===== src/rtl/pipe_pkg.sv =====
// Shared definitions for the pipeline stage registers of the ARM core.
//   - pipe_state_e : occupancy state of a stage. The encoding equals the
//                    entry count, so OCCUPANCY is simply the state value.
//   - CTRL_*       : bit positions of the side-effecting control bits
//                    inside the CTRL_W control vector.
//   - PIPE_*_W     : default payload and control widths.
package pipe_pkg;

    localparam int PIPE_DATA_W = 192;
    localparam int PIPE_CTRL_W = 6;

    localparam int CTRL_REGWRITE    = 0;
    localparam int CTRL_MEM2REG     = 1;
    localparam int CTRL_MEMWRITE    = 2;
    localparam int CTRL_BRANCH_ZERO = 3;
    localparam int CTRL_MEMREAD     = 4;
    localparam int CTRL_ZERO        = 5;

    typedef enum logic [1:0] {
        PS_EMPTY = 2'd0,
        PS_ONE   = 2'd1,
        PS_FULL  = 2'd2
    } pipe_state_e;

endpackage


===== src/rtl/pipe_entry.sv =====
// One storage entry of a pipeline stage: a W-bit register with load enable
// and synchronous clear. Clear wins over load.
//   CLK  : rising-edge clock
//   CLR  : synchronous clear (active high)
//   LOAD : capture D at the next edge
//   D    : next value
//   Q    : stored value
module pipe_entry #(
    parameter int W = 198
) (
    input  logic         CLK,
    input  logic         CLR,
    input  logic         LOAD,
    input  logic [W-1:0] D,
    output logic [W-1:0] Q
);

    always_ff @(posedge CLK) begin
        if (CLR)
            Q <= '0;
        else if (LOAD)
            Q <= D;
    end

endmodule


===== src/rtl/pipe_stage_reg.sv =====
// Flow-controlled ready/valid pipeline register for one inter-stage boundary.
// Holds one entry (SKID=0, combinational IN_READY) or two entries (SKID=1,
// registered IN_READY, skid entry absorbs the one-cycle-late ready).
// Control bits are masked to zero whenever no valid entry is presented.
//   CLK, RESET          : clock, synchronous active-high reset
//   IN_VALID/IN_READY   : upstream handshake
//   IN_CTRL, IN_DATA    : upstream control bits and payload
//   FLUSH               : squash held and incoming entries
//   OUT_VALID/OUT_READY : downstream handshake
//   OUT_CTRL, OUT_DATA  : presented control (gated) and payload (held)
//   OCCUPANCY           : number of entries held (0..2)
module pipe_stage_reg
    import pipe_pkg::*;
#(
    parameter int DATA_W = PIPE_DATA_W,
    parameter int CTRL_W = PIPE_CTRL_W,
    parameter int SKID   = 1
) (
    input  logic              CLK,
    input  logic              RESET,
    input  logic              IN_VALID,
    output logic              IN_READY,
    input  logic [CTRL_W-1:0] IN_CTRL,
    input  logic [DATA_W-1:0] IN_DATA,
    input  logic              FLUSH,
    output logic              OUT_VALID,
    input  logic              OUT_READY,
    output logic [CTRL_W-1:0] OUT_CTRL,
    output logic [DATA_W-1:0] OUT_DATA,
    output logic [1:0]        OCCUPANCY
);

    localparam int ENT_W = CTRL_W + DATA_W;

    pipe_state_e      state, state_nxt;
    logic             accept, drain;
    logic             main_load, skid_load, main_from_skid;
    logic [ENT_W-1:0] main_d, main_q, skid_q;
    logic [CTRL_W-1:0] main_ctrl;

    assign OUT_VALID = (state != PS_EMPTY);
    assign OCCUPANCY = state;
    assign accept    = IN_VALID & IN_READY;
    assign drain     = OUT_VALID & OUT_READY;

    // Next state and entry load enables. Loads are suppressed on FLUSH so a
    // squashed instruction never lands in the payload registers either.
    always_comb begin
        state_nxt      = state;
        main_load      = 1'b0;
        skid_load      = 1'b0;
        main_from_skid = 1'b0;
        case (state)
            PS_EMPTY: begin
                if (accept) begin
                    state_nxt = PS_ONE;
                    main_load = 1'b1;
                end
            end
            PS_ONE: begin
                if (accept && drain) begin
                    main_load = 1'b1;
                end else if (accept && SKID != 0) begin
                    state_nxt = PS_FULL;
                    skid_load = 1'b1;
                end else if (drain) begin
                    state_nxt = PS_EMPTY;
                end
            end
            PS_FULL: begin
                // Skid always drains after main: promote it into main.
                if (drain) begin
                    state_nxt      = PS_ONE;
                    main_load      = 1'b1;
                    main_from_skid = 1'b1;
                end
            end
            default: state_nxt = PS_EMPTY;
        endcase
        if (FLUSH) begin
            state_nxt = PS_EMPTY;
            main_load = 1'b0;
            skid_load = 1'b0;
        end
    end

    always_ff @(posedge CLK) begin
        if (RESET)
            state <= PS_EMPTY;
        else
            state <= state_nxt;
    end

    assign main_d = main_from_skid ? skid_q : {IN_CTRL, IN_DATA};

    pipe_entry #(.W(ENT_W)) u_main (
        .CLK  (CLK),
        .CLR  (RESET),
        .LOAD (main_load),
        .D    (main_d),
        .Q    (main_q)
    );

    generate
        if (SKID != 0) begin : g_skid
            logic in_ready_r;

            // Registered ready: low only while both entries are occupied.
            always_ff @(posedge CLK) begin
                if (RESET)
                    in_ready_r <= 1'b1;
                else
                    in_ready_r <= (state_nxt != PS_FULL);
            end
            assign IN_READY = in_ready_r;

            pipe_entry #(.W(ENT_W)) u_skid (
                .CLK  (CLK),
                .CLR  (RESET),
                .LOAD (skid_load),
                .D    ({IN_CTRL, IN_DATA}),
                .Q    (skid_q)
            );
        end else begin : g_noskid
            assign IN_READY = !OUT_VALID | OUT_READY;
            assign skid_q   = '0;
        end
    endgenerate

    assign main_ctrl = main_q[DATA_W +: CTRL_W];
    assign OUT_CTRL  = main_ctrl & {CTRL_W{OUT_VALID}};
    assign OUT_DATA  = main_q[DATA_W-1:0];

endmodule


===== config.mk =====
export PLATFORM = sky130hd
export DESIGN_NAME = pipe_stage_reg
export DESIGN_NICKNAME = d
export VERILOG_FILES = /design/src/rtl/pipe_pkg.sv /design/src/rtl/pipe_entry.sv /design/src/rtl/pipe_stage_reg.sv
export SDC_FILE = /design/constraint.sdc
export NUM_CORES = 1
export LEC_CHECK = 0
export BUFFER_PORTS_ARGS = -buffer_cell sky130_fd_sc_hd__buf_2
export CAP_MARGIN = 20
export CORE_MARGIN = 2
export CORE_UTILIZATION = 50
export DETAILED_ROUTE_END_ITERATION = 16
export PLACE_DENSITY = 0.75
export SYNTH_ARGS = -nofsm -noshare
export SYNTH_HDL_FRONTEND = slang
export SYNTH_HIERARCHICAL = 1
export SYNTH_SLANG_ARGS = --single-unit

===== constraint.sdc =====
create_clock -name CLK -period 6.1 [get_ports CLK]
set_clock_uncertainty 0.2 [all_clocks]
set_input_delay 0.305 -clock CLK [delete_from_list [all_inputs] [get_ports CLK]]
set_output_delay 0.305 -clock CLK [all_outputs]
set_load 0.005 [all_outputs]

Yosys cells after proc, flatten, opt, wreduce, memory -nomap -nowiden
Cells that the tools add are included.

Register bits: 399. Output and inout port bits: 202. Logic and storage cells: 30.

Equality and inequality tests: 3. Multiplexer cells: 17. Bitwise logic cells: 3. Reduce and logical (&&, ||, !) cells: 3.

Operator list (number): $mux W198 (1); $mux W2 (6); $mux W1 (8); $and A6 B6 Y6 (1); $pmux W2 S3 (1); $pmux W1 S3 (1); $and A1 B1 Y1 (2); $eq A2 B1 Y1 const B (1); $eq A2 B2 Y1 const B (1); $logic_not A2 Y1 (1); $ne A2 B2 Y1 const B (1); $reduce_bool A2 Y1 (1); $logic_and A1 B1 Y1 (1).

Logic depth before layout (Yosys ltp)
Depth in word-level cells: 8. Gate-level depth with buffers: 8. Mapped depth without buffers: 5.

Modules after synthesis
Netlist, hierarchy kept.

Modules (own cells, without submodules): pipe_entry (instances 2, cells each 638, area an instance 6994.2 µm², seq. area each 3963.8 µm²); pipe_stage_reg (instances 1, cells each 245, area an instance 3006.6 µm², seq. area each 60.1 µm²).

Worst setup path before layout
OpenSTA, ideal clock, no wires.

Path type: reg2reg. Start: register state[0], in the netlist OCCUPANCY[0]. End: register u_main.Q[100]. Library setup time: 0.128 ns. Arrival time: 1.670 ns. Data required time: 5.772 ns. Path slack: 4.103 ns. Cell stages (with the launch flop): 9. Path buffers: 3. Period minus slack after synthesis: 1.997 ns. Cells stage by stage: dfxtp_1 -> nor2_1 -> a32oi_1 -> a21oi_1 -> buf_4 -> buf_6 -> buf_6 -> mux2i_1 -> nor2_1.

Longest elaborated chain between the ends: 6. Elaborated cells on any way between the ends: 12. Classes of those cells: 2 x eq/ne; 6 x mux; 1 x bitwise; 3 x reduce/logical.

Ends and longest elaborated chain: start, declared (RTL line pipe_stage_reg.sv:35) `pipe_state_e state, state_nxt;`; start signal, assigned (RTL line pipe_stage_reg.sv:91) `state <= state_nxt;`; $reduce_bool A2 Y1 (RTL line pipe_stage_reg.sv:41) `assign OUT_VALID = (state != PS_EMPTY);`; $and A1 B1 Y1 (RTL line pipe_stage_reg.sv:44) `assign drain = OUT_VALID & OUT_READY;`; $logic_and A1 B1 Y1 (RTL line pipe_stage_reg.sv:61) `if (accept && drain) begin`; $mux W1 (RTL line pipe_stage_reg.sv:61); $pmux W1 S3 * (RTL line pipe_stage_reg.sv:53) `case (state)`; $mux W1 * (RTL line pipe_stage_reg.sv:80) `if (FLUSH) begin`; named net main_load (RTL line pipe_stage_reg.sv:37) `logic main_load, skid_load, main_from_skid;`; end signal, assigned (RTL line pipe_entry.sv:20) `Q <= '0;`; end signal, assigned (RTL line pipe_entry.sv:22) `Q <= D;`; end, declared (RTL line pipe_entry.sv:15) `output logic [W-1:0] Q`.

Mark *: on every way through the listed nets, which the timed path passes. The rest lies on a longest branch. A chain may end at the register's enable or synchronous reset.

Final worst setup path
Start: input OUT_READY. End: register g_skid.u_skid.Q[143].

Longest elaborated chain between the ends: 5.

Ends and longest elaborated chain: start, declared (RTL line pipe_stage_reg.sv:27) `input logic OUT_READY,`; $and A1 B1 Y1 (RTL line pipe_stage_reg.sv:44); $logic_and A1 B1 Y1 (RTL line pipe_stage_reg.sv:61); $mux W1 (RTL line pipe_stage_reg.sv:61); $mux W1 (RTL line pipe_stage_reg.sv:53); $mux W1 (RTL line pipe_stage_reg.sv:80); named net skid_load (RTL line pipe_stage_reg.sv:37); end signal, assigned (RTL line pipe_entry.sv:20); end signal, assigned (RTL line pipe_entry.sv:22); end, declared (RTL line pipe_entry.sv:15).

The timed path passes the listed nets, and every way through them passes these cells.

==> results.json <==
{
  "boundaryPins": 405,
  "synth_warnings": 6,
  "status": "completed",
  "critPathMaxFanout": 96,
  "slew_violations": 0,
  "rows": 67,
  "finalHoldViolations": 0,
  "portBuffers": 404,
  "endpoint_kind": "register",
  "pwr-share-seq_pct": 46.1,
  "ir_drop_uv": 244,
  "worst_ep_arrival_time_ns": 3.74,
  "grt_pass1_wl_um": 70800,
  "rsz0062_at_grt": "false",
  "holdPathStages": 2,
  "drtIter0Drc": 626,
  "power_density_mw_per_mm2": 264,
  "period_minus_slack_ns": 3.53,
  "rr_worst_depth": 6,
  "cp_data_required_time_ns": 6.31,
  "fin_crit_sh_pct": 57.8,
  "synth_largest_area_cell": "dfxtp_1",
  "floorplan.die.width_um": 188,
  "layout-drive-gt1-share_pct": 32.1,
  "drc": 0,
  "ys_ff_latch": 399,
  "via_per_inst": 5.07,
  "finalSetupViolCount": 0,
  "avgSynthCellArea_um2": 11.2,
  "wl_per_cell_um": 17.2,
  "fin_tns_setup_ns": 0,
  "cts_buffers": 43,
  "synth_top_area_share_pct": 47.0,
  "nets": 2306,
  "ant_nets": 0,
  "mappedNetlistArea_mm2": 0.0170,
  "start_util_pct": 50.7,
  "combPwrFrac_pct": 11.7,
  "clockPowerShare_pct": 42.2,
  "cts-hold-fix-buffers": 234,
  "synthesis.instances": 1521,
  "clock_sink_count": 399,
  "power.share.switching_pct": 24.1,
  "clk_latency_ns": 0.54,
  "postCtsSetupBuffers": 0,
  "p_leak_uw": 0.0101,
  "ys_top_cells_by_area": "dfxtp_1 47%, mux2i_1 23%, mux2_4 8.8%, nor2_1 8.8%, mux2_2 6.5%",
  "place_congestion": 0.794,
  "cts_max_path_buffers": 3,
  "synth_cell_types": 22,
  "routed_wl_um": 44500,
  "power.switching_uw": 1440,
  "p_int_uw": 4540,
  "post_cts_resized": 0,
  "synth_nets": 1724,
  "final_cell_count_no_fill": 2589,
  "critPathKind": "primary input to register",
  "dp.cells": 2272,
  "nFillCells": 2424,
  "dp_hpwl_um": 25900,
  "die_height_um": 188,
  "grt_pass1_vias": 13800,
  "tightest_slew_ns": 1.11,
  "grt_max_degree": 220,
  "via_count": 13100,
  "drv_cap": 0,
  "worstSetupStartpointType": "primary input",
  "ctsHtreeMaxLevel": 2,
  "synth-seq-area-share_pct": 47.0,
  "min_path_type": "register to register",
  "clockRootBuffer": "clkbuf_16",
  "firstDrtPassIters": 4,
  "max_slew_margin_pct": 25.7,
  "track_usage_pct": 24.1,
  "core_area_mm2": 0.0335,
  "cts_tree": "built",
  "fmax_mhz": 284,
  "die_area_mm2": 0.0355,
  "overflow": 0,
  "area_delta_synth_final_pct": 33.4,
  "antenna_found_initial": 3,
  "path_clk_slew_ns": 0.06
}
synthesized netlist by cell type:
cell / instances
a32oi_1: 1
clkbuf_1: 28
nand2_1: 2
nor2b_2: 1
dfxtp_1: 399
buf_2: 15
nand2_2: 1
or4_1: 1
buf_4: 16
mux2i_1: 397
buf_1: 8
mux2_2: 98
nor2b_1: 7
nor4_1: 1
inv_1: 1
and3b_1: 2
mux2_4: 100
a21oi_1: 2
nor2_1: 397
buf_6: 42
o32ai_1: 1
or3_1: 1
cells in the final DEF (no fill, tap or decap), drive strengths merged, types with 3 or more instances in the layout:
cell         netlist  final
buf               81    412
dfxtp            399    399
nor2             397    397
mux2i            397    397
dlygate4sd3        0    234
mux2             198    198
clkbuf            28     61
clkinv             0     12
nor2b              8      8
diode              0      5
inv                1      4
nand2              3      3
cell type report:
| type | count | area (um^2) | area share, % |
|---|---|---|---|
| Antenna cell | 5 | 12.5 | 0.0552 |
| Clock buffer | 61 | 1260 | 5.58 |
| Clock inverter | 17 | 116 | 0.513 |
| Inverter | 1 | 3.75 | 0.0166 |
| Multi-Input combinational cell | 1012 | 8230 | 36.3 |
| Sequential cell | 399 | 7990 | 35.2 |
| Tap cell | 448 | 561 | 2.47 |
| Timing Repair Buffer | 646 | 4500 | 19.8 |
through the flow:
stage | total power, uW | cell area (um^2) | hold slack [ns] | utilization [%] | setup slack [ns]
global placement | 3360 | 18900 | 0.267 | 56.5 | 2.99
floorplan | 3160 | 17000 | 0.181 | - | 4.10
CTS | 6000 | 22700 | 0.291 | 67.6 | 2.62
global route | 6190 | 22700 | 0.312 | 67.6 | 2.41
finish | 5970 | 22700 | 0.287 | 67.6 | 2.57
detailed placement | 3380 | 18900 | 0.276 | 56.5 | 2.84
layer usage:
metal  GRT usage [%]  routed length (um)
met3            5.53                2740
met2            43.4               22100
met4            10.5                1820
met1            27.3               17800
met5               0                   0
power by group through the flow:
stage | Clock [uW] | Sequential (uW) | Combinational [uW]
5_1_grt | 2680 | 2760 | 748
4_1_cts | 2560 | 2750 | 684
3_3_place_gp | 0 | 2800 | 557
2_1_floorplan | 0 | 2810 | 355
3_5_place_dp | 0 | 2810 | 572
6_report | 2520 | 2750 | 697
critical path, cell delays in order:
cell and delay (ns):
dlygate4sd3_1 0.53, buf_2 0.19, nor2b_1 0.17, and3b_4 0.96, buf_12 0.58, mux2i_1 0.29, nor2_1 0.06, dlygate4sd3_1 0.57
flip-flops by register name, indices dropped and copies added (netlist names):
signal	flops
g_skid.u_skid/Q	198
u_main/Q	198
OCCUPANCY	2
IN_READY	1
path summary, 6_finish.rpt:
kind,from,end,slack [ns]
setup / recovery,OUT_READY,g_skid.u_skid/Q[143],2.57
hold / removal,g_skid.u_skid/Q[193],g_skid.u_skid/Q[193],0.29
setup reg to reg,IN_READY,g_skid.u_skid/Q[143],2.60
hold reg to reg,g_skid.u_skid/Q[193],g_skid.u_skid/Q[193],0.29
cell families (layout without fill, tap and decap cells):
| family | count (synthesis) | count (layout) | synth area share (%) |
|---|---|---|---|
| flip-flops | 399 | 399 | 47.0 |
| multiplexers | 595 | 595 | 38.7 |
| AND/OR/NAND/NOR | 413 | 413 | 9.38 |
| other | 0 | 5 | 0 |
| buffers and inverters | 110 | 725 | 4.75 |
| AO/OA/AOI/OAI | 4 | 4 | 0.162 |
Note: power is estimated with default switching activity, not from simulation.
